$ cat src/rtl/fir_mc_pkg.sv
// Shared types and helpers for the multi-channel serial-MAC FIR.
// Width helpers are used to derive port and accumulator sizes from the top-level parameters.
package fir_mc_pkg;

   typedef enum logic [1:0] {
      ST_IDLE = 2'd0,
      ST_MAC  = 2'd1,
      ST_OUT  = 2'd2
   } state_e;

   function automatic int acc_width(input int data_w, input int coef_w, input int num_taps);
      return data_w + coef_w + $clog2(num_taps);
   endfunction

   function automatic int ch_width(input int num_ch);
      return (num_ch > 1) ? $clog2(num_ch) : 1;
   endfunction

   function automatic int tap_width(input int num_taps);
      return (num_taps > 1) ? $clog2(num_taps) : 1;
   endfunction

   // Clamp a signed value to the range of an out_w-bit two's complement number.
   function automatic logic signed [63:0] sat_clamp(input logic signed [63:0] v, input int out_w);
      logic signed [63:0] hi;
      logic signed [63:0] lo;
      hi = (64'sd1 <<< (out_w - 1)) - 64'sd1;
      lo = -hi - 64'sd1;
      if (v > hi) return hi;
      if (v < lo) return lo;
      return v;
   endfunction

endpackage

$ cat src/rtl/fir_mc_round_sat.sv
// Combinational output stage: round half toward +inf, arithmetic shift, saturate to OUT_W.
// The rounding add is carried one bit wider than the accumulator so it can never wrap.
module fir_mc_round_sat
   import fir_mc_pkg::*;
#(
   parameter int ACC_W = 18,
   parameter int SHIFT = 0,
   parameter int OUT_W = 18
) (
   input  logic signed [ACC_W-1:0] acc_i,
   output logic signed [OUT_W-1:0] res_o
);

   logic signed [ACC_W:0] ext;
   logic signed [ACC_W:0] rnd;
   logic signed [63:0]    wide;

   assign ext = {acc_i[ACC_W-1], acc_i};

   if (SHIFT > 0) begin : g_round
      localparam logic signed [ACC_W:0] HALF = (ACC_W+1)'(1) << (SHIFT - 1);
      assign rnd = (ext + HALF) >>> SHIFT;
   end else begin : g_pass
      assign rnd = ext;
   end

   assign wide  = 64'(rnd);
   assign res_o = OUT_W'(sat_clamp(wide, OUT_W));

endmodule

$ cat src/rtl/fir_mc.sv
// Time-multiplexed multi-channel FIR: one shared multiplier walks the taps of the
// addressed channel's delay line, then presents a rounded/saturated result.
//
// state   | meaning
// IDLE    | ready for a sample; coefficient writes honoured
// MAC     | one tap per cycle into the accumulator
// OUT     | result held until out_ready
module fir_mc
   import fir_mc_pkg::*;
#(
   parameter int  NUM_TAPS = 3,
   parameter int  DATA_W   = 8,
   parameter int  COEF_W   = 8,
   parameter int  NUM_CH   = 2,
   parameter int  SHIFT    = 0,
   parameter int  OUT_W    = 18,
   localparam int ACC_W    = acc_width(DATA_W, COEF_W, NUM_TAPS),
   localparam int CH_W     = ch_width(NUM_CH),
   localparam int TAP_W    = tap_width(NUM_TAPS)
) (
   input  logic                     clk,
   input  logic                     rst,
   input  logic                     in_valid,
   output logic                     in_ready,
   input  logic [CH_W-1:0]          in_ch,
   input  logic signed [DATA_W-1:0] in_data,
   input  logic                     coef_we,
   input  logic [TAP_W-1:0]         coef_addr,
   input  logic signed [COEF_W-1:0] coef_data,
   output logic                     coef_err,
   output logic                     out_valid,
   input  logic                     out_ready,
   output logic [CH_W-1:0]          out_ch,
   output logic signed [OUT_W-1:0]  out_data
);

   localparam int PROD_W = DATA_W + COEF_W;

   state_e                    state_q, state_d;
   logic signed [DATA_W-1:0]  dline_q [NUM_CH][NUM_TAPS];
   logic signed [COEF_W-1:0]  coef_q [NUM_TAPS];
   logic [CH_W-1:0]           ch_q;
   logic [TAP_W-1:0]          tap_q;
   logic signed [ACC_W-1:0]   acc_q, acc_d;
   logic signed [PROD_W-1:0]  prod;
   logic signed [OUT_W-1:0]   rs_out;
   logic                      out_valid_q, coef_err_q;
   logic [CH_W-1:0]           out_ch_q;
   logic signed [OUT_W-1:0]   out_data_q;
   logic                      ch_ok, addr_ok, accept, last_tap;

   assign ch_ok    = int'({1'b0, in_ch}) < NUM_CH;
   assign addr_ok  = int'({1'b0, coef_addr}) < NUM_TAPS;
   assign in_ready = (state_q == ST_IDLE);
   assign accept   = in_valid && ch_ok && (state_q == ST_IDLE);
   assign last_tap = (tap_q == TAP_W'(NUM_TAPS - 1));

   assign prod  = PROD_W'(dline_q[ch_q][tap_q]) * PROD_W'(coef_q[tap_q]);
   assign acc_d = acc_q + ACC_W'(prod);

   // Rounds the sum including the final tap so the result registers on the last MAC edge.
   fir_mc_round_sat #(
      .ACC_W (ACC_W),
      .SHIFT (SHIFT),
      .OUT_W (OUT_W)
   ) u_round_sat (
      .acc_i (acc_d),
      .res_o (rs_out)
   );

   always_comb begin
      state_d = state_q;
      case (state_q)
         ST_IDLE: if (accept) state_d = ST_MAC;
         ST_MAC:  if (last_tap) state_d = ST_OUT;
         ST_OUT:  if (out_ready) state_d = ST_IDLE;
         default: state_d = ST_IDLE;
      endcase
   end

   always_ff @(posedge clk) begin
      if (rst) begin
         state_q     <= ST_IDLE;
         ch_q        <= '0;
         tap_q       <= '0;
         acc_q       <= '0;
         out_valid_q <= 1'b0;
         out_ch_q    <= '0;
         out_data_q  <= '0;
         coef_err_q  <= 1'b0;
         for (int c = 0; c < NUM_CH; c++) begin
            for (int k = 0; k < NUM_TAPS; k++) dline_q[c][k] <= '0;
         end
         for (int k = 0; k < NUM_TAPS; k++) coef_q[k] <= '0;
      end else begin
         state_q    <= state_d;
         coef_err_q <= 1'b0;
         if (coef_we) begin
            if ((state_q == ST_IDLE) && addr_ok) coef_q[coef_addr] <= coef_data;
            else coef_err_q <= 1'b1;
         end
         case (state_q)
            ST_IDLE: begin
               if (accept) begin
                  ch_q  <= in_ch;
                  acc_q <= '0;
                  tap_q <= '0;
                  for (int k = NUM_TAPS - 1; k > 0; k--) dline_q[in_ch][k] <= dline_q[in_ch][k-1];
                  dline_q[in_ch][0] <= in_data;
               end
            end
            ST_MAC: begin
               acc_q <= acc_d;
               tap_q <= tap_q + 1'b1;
               if (last_tap) begin
                  out_data_q  <= rs_out;
                  out_ch_q    <= ch_q;
                  out_valid_q <= 1'b1;
               end
            end
            ST_OUT: begin
               if (out_ready) out_valid_q <= 1'b0;
            end
            default: ;
         endcase
      end
   end

   assign out_valid = out_valid_q;
   assign out_ch    = out_ch_q;
   assign out_data  = out_data_q;
   assign coef_err  = coef_err_q;

endmodule

$ cat config.mk
export PLATFORM = sky130hd
export DESIGN_NAME = fir_mc
export DESIGN_NICKNAME = d
export VERILOG_FILES = /design/src/rtl/fir_mc_pkg.sv /design/src/rtl/fir_mc_round_sat.sv /design/src/rtl/fir_mc.sv
export SDC_FILE = /design/constraint.sdc
export NUM_CORES = 1
export LEC_CHECK = 0
export CORE_MARGIN = 3
export CORE_UTILIZATION = 45
export DETAILED_ROUTE_END_ITERATION = 12
export SLEW_MARGIN = 20
export SYNTH_ARGS = -nofsm -noshare
export SYNTH_HDL_FRONTEND = slang
export SYNTH_HIERARCHICAL = 1
export SYNTH_SLANG_ARGS = --single-unit
$ cat constraint.sdc
create_clock -name clk -period 17.6 [get_ports clk]
set_clock_uncertainty 0.1 [all_clocks]
set_input_delay 2.64 -clock clk [delete_from_list [all_inputs] [get_ports clk]]
set_output_delay 2.64 -clock clk [all_outputs]
set_load 0.02 [all_outputs]
==> metrics.md, run 1 <==
| Metric | Value |
|---|---|
| Status | `completed` |
| CTS tree | `done` |
| Sequential fraction of the synthesis area | `0.389` |
| Crit path launch type | `flop` |
| DR vias/cell | `5.19` |
| Synth Instances | `783` |
| Root Buffer | `clkbuf_16` |
| DIE AREA | `20800 µm²` |
| Worst Max-Slew Pin Slew | `0.992 ns` |
| Vias in the first global route | `5828` |
| I/O pins | `46` |
| Hold WC Path Type | `flop to flop` |
| Post-Route WL | `17300 µm` |
| Share of cells above drive strength 1 | `0.0794` |
| Top post-synthesis cells by area | `edfxtp_1, fa_1, dfxtp_1` |
| RSZ-0062 raised after global routing | `false` |
| CP Max Fanout | `16` |
| Placed cell areas | `9250 µm²` |
| CP Capture Type | `flop` |
| CTS Buf Count | `17` |
| Kind of critical path | `flop to flop` |
| Fin. max-slew vios | `0` |
| Final TNS setup | `0 ns` |
| Antenna cells | `0` |
| Synth top area share | `0.279` |
| Placed Cells incl. Taps | `1028` |
| M3 GR Usage | `0.0463` |
| First-pass GRT wire length | `29600 µm` |
| DP HPWL | `13100 µm` |
| Fmax | `0.142 GHz` |
| M1 GR Usage | `0.240` |
| Yosys Warn Count | `6` |
| Fin cells | `1060` |
| Power per Cell Area | `135 nW/µm²` |
| M2 GR Usage | `0.307` |
| Min Tclk post-route | `7.04 ns` |
| Detailed Routing Iterations Pass 1 | `4` |
| Synth-to-layout area growth | `14.6%` |
| Leakage | `0.00422 µW` |
| Fin Hold WS | `0.352 ns` |
| Hold buffers post-CTS | `0` |
| Num rows | `49` |
| Worst hold path stage count | `2` |
| Setup Viol. Count Final | `0` |
| Global routing's busiest layer | `met2` |
| Flip-flop and latch count after synthesis | `127` |
| Core area | `18400 µm²` |
| VDD IR max | `0.0000723 V` |
| Netlist cell types | `46` |
| Avg Inst Size Synth | `11.0 µm²` |
| Post-CTS Setup Inserts | `0` |
| EDFF count, synth | `80` |
| Post-synth ARST share | `0` |
| Synth cell count leaders | `inv_1, edfxtp_1, fa_1, nand2_1, nor2_1` |
| Max-cap violations | `0` |
| Buffers on Ports | `45` |
| Most numerous cell in the Yosys netlist | `inv_1` |
| Place WS | `10.40 ns` |
| Worst EP arrival | `7.28 ns` |
| Overall die width | `144 µm` |
| Filler cells | `1601` |
| Reg clk slew, reported paths | `0.06 ns` |
| Average wire per standard cell | `16.3 µm` |
| Worst EP required | `17.84 ns` |
| Most used DFF post-synth | `edfxtp_1` |
| Final Hold Viols | `0` |
| Worst rel slew slack | `0.338` |
| Initial Utilization | `0.467` |
| Via count | `5497` |
| Overflow after GRT | `0` |
| Final #Nets | `965` |
| Worst-Skew Late Latency | `0.42 ns` |
| Tcrit/Tclk final | `0.400` |
| Initial antenna violation count | `0` |
| H-tree depth | `4` |
| Final WS setup | `10.56 ns` |
| TritonCTS Sinks | `127` |
| Largest net degree at the start of global routing | `48` |
| Total track usage | `0.183` |
| DRC viols | `0` |
| ANT nets after route | `0` |
| Final Wtd Congestion | `0.839` |
| Die H | `144 µm` |
| Synth area leader | `edfxtp_1` |
| Worst R2R Path Depth | `19` |
| PostCTS Resize Cnt | `0` |
| DRT iter0 DRCs | `303` |
| Synth Cell Area | `8600 µm²` |
| Final instance area | `9860 µm²` |
| Clock Tree Buf Depth | `2` |
path summary, 6_finish.rpt:
| check | to | slack [ns] | start |
|---|---|---|---|
| setup reg to reg | out_data[15]$_SDFFE_PP0P_ | 10.56 | flop |
| hold / removal | out_ch$_SDFFE_PP0P_ | 0.35 | out_ch$_SDFFE_PP0P_ |
| hold reg to reg | out_ch$_SDFFE_PP0P_ | 0.35 | out_ch$_SDFFE_PP0P_ |
| setup / recovery | out_data[15]$_SDFFE_PP0P_ | 10.56 | flop |
state kept, by name (all words and copies together), names as in the netlist, named ones only:
name,cells
acc_q,18
ch_q,1
coef_err,1
coef_q,32
dline_q,48
out_ch,1
out_data,18
out_valid,1
state_q,2
tap_q,2
cell usage in the layout (no fill, tap or decap), types with 4 or more instances in the layout:
cell,count
nand2b_1,20
o21ai_1,8
and3_1,8
mux4_2,13
inv_6,6
dfxtp_1,47
a21oi_1,39
a22oi_1,10
or2_2,4
or2_1,7
xor2_1,5
and2_1,56
nand2_1,60
buf_4,8
xnor2_1,14
inv_1,91
edfxtp_1,80
fa_1,80
conb_1,8
clkdlybuf4s50_1,44
a21o_1,7
a22o_1,7
clkbuf_16,17
nor2_1,57
ha_1,43
nor2b_1,18
mux2i_1,27
layout make-up:
cell class                 instances  area, µm²  share of cell area
sequential                       127       3340               0.339
multi-input combinational        527       4770               0.484
clock buffer                      19        433              0.0439
tap                              229        287              0.0291
clock inverter                    13        175              0.0178
inverter                          92        345              0.0350
timing repair buffer              53        505              0.0513
critical path, stage by stage, from the launching register on:
cell     delay, ns
dfxtp_1       0.97
mux4_2        0.61
a21oi_1       0.56
nand2_1       0.17
fa_1          0.53
fa_1          0.54
inv_1         0.05
fa_1          0.50
fa_1          0.54
inv_1         0.05
fa_1          0.53
inv_1         0.04
ha_1          0.36
a21o_1        0.20
a21oi_1       0.22
a21oi_1       0.16
o41ai_1       0.43
xnor2_1       0.19
nand2_1       0.07
a21oi_1       0.14
layer usage:
layer / up-vias / wire, µm
li1: 2638 / -
met1: 2728 / 7820
met2: 114 / 8440
met3: 17 / 778
met4: 0 / 241
met5: - / 0
report_power, final:
| part | total (µW) | switching, µW | internal, µW |
|---|---|---|---|
| sequential | 356 | 17.1 | 339 |
| combinational | 615 | 344 | 271 |
| clock | 363 | 138 | 226 |
| total | 1330 | 499 | 836 |
kinds of logic after synthesis:
family	synth area share
muxes	0.0694
DFF	0.389
adders and majority gates	0.249
buffers and inverters	0.0601
xor gates and xnor gates	0.0194
AOI/OAI and AO/OA	0.0697
other	0.000436
and+or+nand+nor	0.143
metrics by stage:
stage	utilization	power (µW)
final	0.536	1330
after CTS	0.536	1350
after floorplan	-	895
after global routing	0.536	1450
after detailed placement	0.503	976
after global placement	0.503	970
No activity file was read; power rests on OpenSTA's default activity.
==> inputs of run 2 (changes only) <==
clock period = 7.04 ns   (was 17.6 ns; I/O delays follow)
==> run 2 against run 1 <==
Net effect: via count grew 1.2%; core utilization grew 0.16 points; combinational power grew to 2.5 times the previous value; global-route usage grew 0.33 points; die area is the same; cell area grew 0.30%; final cell count grew 1.0%; non-clock buffer count grew 11; clock-buffer cell count shrank 1; sequential share of layout area shrank 0.10 points; flip-flop and latch count is the same; wire length grew 3.0%.
==> metrics.md, run 2 (synthesis gave the netlist of run 1 again) <==
| Metric | Value |
|---|---|
| Internal power | `2000 µW` |
| Most common cell after layout, fill and taps aside | `inv_1` |
| Crit path launch type | `flop` |
| Clk network pwr share | `0.254` |
| Reg clk slew, reported paths | `0.06 ns` |
| Filler cells | `1611` |
| Overall die width | `144 µm` |
| CP max stage delay | `0.58 ns` |
| Hold WC Path Type | `flop to flop` |
| Clock Tree Buf Depth | `2` |
| P_sw | `1270 µW` |
| Num rows | `49` |
| CTS tree | `done` |
| Placed cell areas | `9330 µm²` |
| Overflow after GRT | `0` |
| Fin cells | `1071` |
| PostCTS Resize Cnt | `0` |
| Setup Viol. Count Final | `0` |
| Final #Nets | `976` |
| DR vias/cell | `5.19` |
| Min Tclk post-route | `6.47 ns` |
| Initial Utilization | `0.467` |
| H-tree depth | `4` |
| CP Max Fanout | `8` |
| Worst-Skew Late Latency | `0.42 ns` |
| CTS Buf Count | `17` |
| Post-Route WL | `17800 µm` |
| Root Buffer | `clkbuf_16` |
| DRT iter0 DRCs | `297` |
| Flop pwr share | `0.272` |
| Die H | `144 µm` |
| Leakage | `0.00425 µW` |
| Worst Max-Slew Pin Slew | `0.940 ns` |
| Gate power share | `0.474` |
| Kind of critical path | `flop to flop` |
| Worst hold path startpoint | `out_data[8]$_SDFFE_PP0P_` |
| First-pass GRT wire length | `30200 µm` |
| CP Capture Type | `flop` |
| Final Wtd Congestion | `0.846` |
| Final instance area | `9890 µm²` |
| Most frequent cell on the critical path | `fa_1` |
| Share of cells above drive strength 1 | `0.0926` |
| Average wire per standard cell | `16.6 µm` |
| Placed Cells incl. Taps | `1039` |
| TritonCTS Sinks | `127` |
| DRC viols | `0` |
| ANT nets after route | `0` |
| Initial antenna violation count | `1` |
| Worst path bufs/invs | `3` |
| VDD IR max | `0.000201 V` |
| Synth-to-layout area growth | `15.0%` |
| DIE AREA | `20800 µm²` |
| Highest-delay cell along the critical path | `mux4_2` |
| Status | `completed` |
| Fin. max-slew vios | `0` |
| RSZ-0062 raised after global routing | `false` |
| I/O pins | `46` |
| Buffers on Ports | `45` |
| Final Hold Viols | `0` |
| Via count | `5561` |
| Fmax | `0.155 GHz` |
| Max-cap violations | `0` |
| Total track usage | `0.186` |
| Tcrit/Tclk final | `0.919` |
| Most frequent cells in the layout | `inv_1, fa_1, edfxtp_1` |
| Vias in the first global route | `5895` |
| Core area | `18400 µm²` |
| CP Cell Sequence | `mux4_2 > a21oi_1 > nor2b_1 > buf_4 > fa_1 > inv_1 > fa_1 > fa_1 > inv_1 > fa_1 > ha_1 > ha_1 > a21o_1 > a21oi_1 > or3b_1 > o21ai_1 > xnor2_1 > nand2_1 > a21oi_1` |
| Worst EP required | `7.28 ns` |
| Largest net degree at the start of global routing | `48` |
| CP top delay family | `adder cells` |
| Detailed Routing Iterations Pass 1 | `4` |
| Largest regs | `dline_q: 48 flops, coef_q: 32 flops` |
| Antenna cells | `0` |
| Hold buffers post-CTS | `0` |
| Sw Share | `0.388` |
| DP HPWL | `13400 µm` |
| Final TNS setup | `0 ns` |
| Worst rel slew slack | `0.372` |
| Worst EP arrival | `6.71 ns` |
| Max reg flops | `48` |
| Power per Cell Area | `331 nW/µm²` |
| Post-CTS Setup Inserts | `0` |
| Top reg by flops | `dline_q` |
[run 2: final cells by class]
class / instances / area [µm²] / share of cell area
multi-input combinational: 527 / 4760 / 0.482
sequential: 127 / 3340 / 0.338
timing repair buffer: 64 / 588 / 0.0595
clock buffer: 18 / 439 / 0.0444
inverter: 92 / 345 / 0.0349
tap: 229 / 287 / 0.0290
clock inverter: 14 / 119 / 0.0120
[run 2: final timing paths]
check,end,slack (ns),cells after the start
worst min register to register,out_data[8]$_SDFFE_PP0P_,0.35,2
worst min-delay path,out_data[8]$_SDFFE_PP0P_,0.35,2
worst max-delay path,out_data[17]$_SDFFE_PP0P_,0.57,19
worst max register to register,out_data[17]$_SDFFE_PP0P_,0.57,19
[run 2: tightest hold or removal path: stages (launching register included)]
cell	delay (ns)
dfxtp_1	0.31
nand2_1	0.05
a21oi_1	0.05
[run 2: stage by stage]
| stage | hold slack, ns | utilization | total power (µW) | worst slack, ns |
|---|---|---|---|---|
| 2_1_floorplan | 0.332 | - | 2240 | 0.716 |
| 3_3_place_gp | 0.343 | 0.507 | 2430 | 0.620 |
| 3_5_place_dp | 0.347 | 0.507 | 2450 | 0.559 |
| 4_1_cts | 0.355 | 0.537 | 3310 | 0.508 |
| 5_1_grt | 0.372 | 0.537 | 3570 | 0.0788 |
| 6_report | 0.352 | 0.537 | 3270 | 0.570 |
[run 2: power groups by stage]
stage	Clock (µW)	Combinational, µW	Sequential [µW]
after floorplan	0	1350	887
after global placement	0	1530	903
after detailed placement	0	1550	904
after CTS	848	1580	890
after global routing	887	1790	896
final	831	1550	889
[run 2: per-layer routing]
layer  routed length [µm]  track usage  vias up
li1                     -            -     2658
met4                  146       0.0432        0
met5                    0            0        -
met2                 8680        0.304      105
met1                 8310        0.255     2786
met3                  661       0.0453       12
==> inputs of run 3 (changes only) <==
CORE_ASPECT_RATIO = 0.5   (was unset)
==> run 3 against run 2 <==
Net effect: via count is 1.6% lower; flip-flop and latch count unchanged; final cell count rose by 2.5%; first-iteration DRC count is 7.4% higher; non-clock buffer count is 3 lower; maximum frequency shrank 1.5%; die area increased by 0.48%; wire length down 0.99%; critical path type unchanged; largest cell class unchanged.
==> metrics.md, run 3 (synthesis gave the netlist of run 1 again) <==
| Metric | Value |
|---|---|
| Status | `completed` |
| Clock Tree Buf Depth | `2` |
| Top reg by flops | `dline_q` |
| Max reg flops | `48` |
| Min Tclk post-route | `6.56 ns` |
| DRT iter0 DRCs | `319` |
| Setup Viol. Count Final | `0` |
| Pwr Total | `3390 µW` |
| Initial Utilization | `0.463` |
| Fin cells | `1098` |
| Final TNS setup | `0 ns` |
| Gate power share | `0.465` |
| I/O pins | `46` |
| Flop pwr share | `0.261` |
| Hold WC Path Type | `flop to flop` |
| Average wire per standard cell | `16.0 µm` |
| Fmax | `0.152 GHz` |
| Initial antenna violation count | `0` |
| Crit path launch type | `flop` |
| Overall die width | `201 µm` |
| Post-Route WL | `17600 µm` |
| DIE AREA | `20900 µm²` |
| Tcrit/Tclk final | `0.932` |
| Root Buffer | `clkbuf_16` |
| Worst Max-Slew Pin Slew | `0.881 ns` |
| Detailed Routing Iterations Pass 1 | `4` |
| Fin. max-slew vios | `0` |
| WL met2 | `8300 µm` |
| TritonCTS Sinks | `127` |
| DRC viols | `0` |
| Worst EP required | `7.30 ns` |
| Kind of critical path | `flop to flop` |
| PostCTS Resize Cnt | `0` |
| Most frequent cells in the layout | `inv_1, fa_1, edfxtp_1` |
| Final #Nets | `973` |
| Worst rel slew slack | `0.412` |
| P_sw | `1290 µW` |
| First-pass GRT wire length | `29000 µm` |
| Worst EP arrival | `6.82 ns` |
| M1 wire length | `8400 µm` |
| Leakage | `0.00426 µW` |
| Overflow after GRT | `0` |
| Area of the multi-input gates | `4770 µm²` |
| CTS tree | `done` |
| Worst-Skew Late Latency | `0.43 ns` |
| Reg clk slew, reported paths | `0.06 ns` |
| Power per Cell Area | `340 nW/µm²` |
| Sw Share | `0.381` |
| Core area | `18600 µm²` |
| Via count | `5472` |
| Register area | `3340 µm²` |
| Synth-to-layout area growth | `15.9%` |
| Final Hold Viols | `0` |
| Num rows | `35` |
| Largest regs | `dline_q: 48 flops, coef_q: 32 flops` |
| Total track usage | `0.175` |
| CP Max Fanout | `10` |
| Vias in the first global route | `5632` |
| Antenna cells | `0` |
| Detail Route met3 WL | `735 µm` |
| VDD IR max | `0.000208 V` |
| Buffers on Ports | `45` |
| H-tree depth | `4` |
| Die H | `104 µm` |
| Top sig layer | `met4` |
| DR vias/cell | `4.98` |
| RSZ-0062 raised after global routing | `false` |
| Clk network pwr share | `0.273` |
| CTS Buf Count | `17` |
| Filler cells | `1637` |
| Internal power | `2100 µW` |
| Most common cell after layout, fill and taps aside | `inv_1` |
| CP Capture Type | `flop` |
| Post-CTS Setup Inserts | `0` |
| DP HPWL | `13300 µm` |
| Placed Cells incl. Taps | `1066` |
| ANT nets after route | `0` |
| Max-cap violations | `0` |
| Final Wtd Congestion | `0.833` |
| Largest net degree at the start of global routing | `33` |
| Share of cells above drive strength 1 | `0.0870` |
| Hold buffers post-CTS | `0` |
run 3: metal layers:
metal,track usage,vias up
met5,0,-
met4,0.0507,0
met3,0.0367,20
met2,0.282,92
met1,0.241,2711
li1,-,2649
run 3: worst paths after layout:
path | cells past startpoint | slack [ns] | endpoint | start
setup / recovery | 21 | 0.48 | out_data[15]$_SDFFE_PP0P_ | flop
setup reg to reg | 21 | 0.48 | out_data[15]$_SDFFE_PP0P_ | flop
hold / removal | 2 | 0.35 | out_data[15]$_SDFFE_PP0P_ | out_data[15]$_SDFFE_PP0P_
hold reg to reg | 2 | 0.35 | out_data[15]$_SDFFE_PP0P_ | out_data[15]$_SDFFE_PP0P_
run 3: final cells by class:
class                   instances  share of cell area
multi-input cells             527               0.479
flip-flops and latches        127               0.336
repair buffers                 61              0.0573
clock buffers                  17              0.0427
inverters                      92              0.0347
well taps                     259              0.0325
clock inverters                15              0.0186
run 3: power groups by stage:
stage	Combinational (µW)	Clock [µW]	Sequential, µW
after floorplan	1350	0	887
after global placement	1580	0	902
after detailed placement	1600	0	902
after CTS	1610	939	887
after global routing	1800	971	893
final	1580	925	885
run 3: worst max-delay path, cell delays in order, from the launching register on:
cell	delay [ns]
dfxtp_1	0.56
buf_4	0.31
mux4_2	0.52
a21oi_1	0.19
buf_4	0.18
nand2b_1	0.12
fa_1	0.45
fa_1	0.55
inv_1	0.06
fa_1	0.50
fa_1	0.54
inv_1	0.05
fa_1	0.53
inv_1	0.04
ha_1	0.35
a21o_1	0.20
a21oi_1	0.25
a21oi_1	0.18
o41ai_1	0.42
xnor2_1	0.19
nand2_1	0.08
a21oi_1	0.13
run 3: metrics by stage:
step | instance area (µm²) | worst slack, ns | util | hold slack [ns]
after floorplan | 8620 | 0.716 | - | 0.332
after global placement | 9350 | 0.650 | 0.503 | 0.342
after detailed placement | 9350 | 0.511 | 0.503 | 0.347
after CTS | 9960 | 0.461 | 0.536 | 0.356
after global routing | 9960 | 0.0131 | 0.537 | 0.375
final | 9960 | 0.475 | 0.537 | 0.353
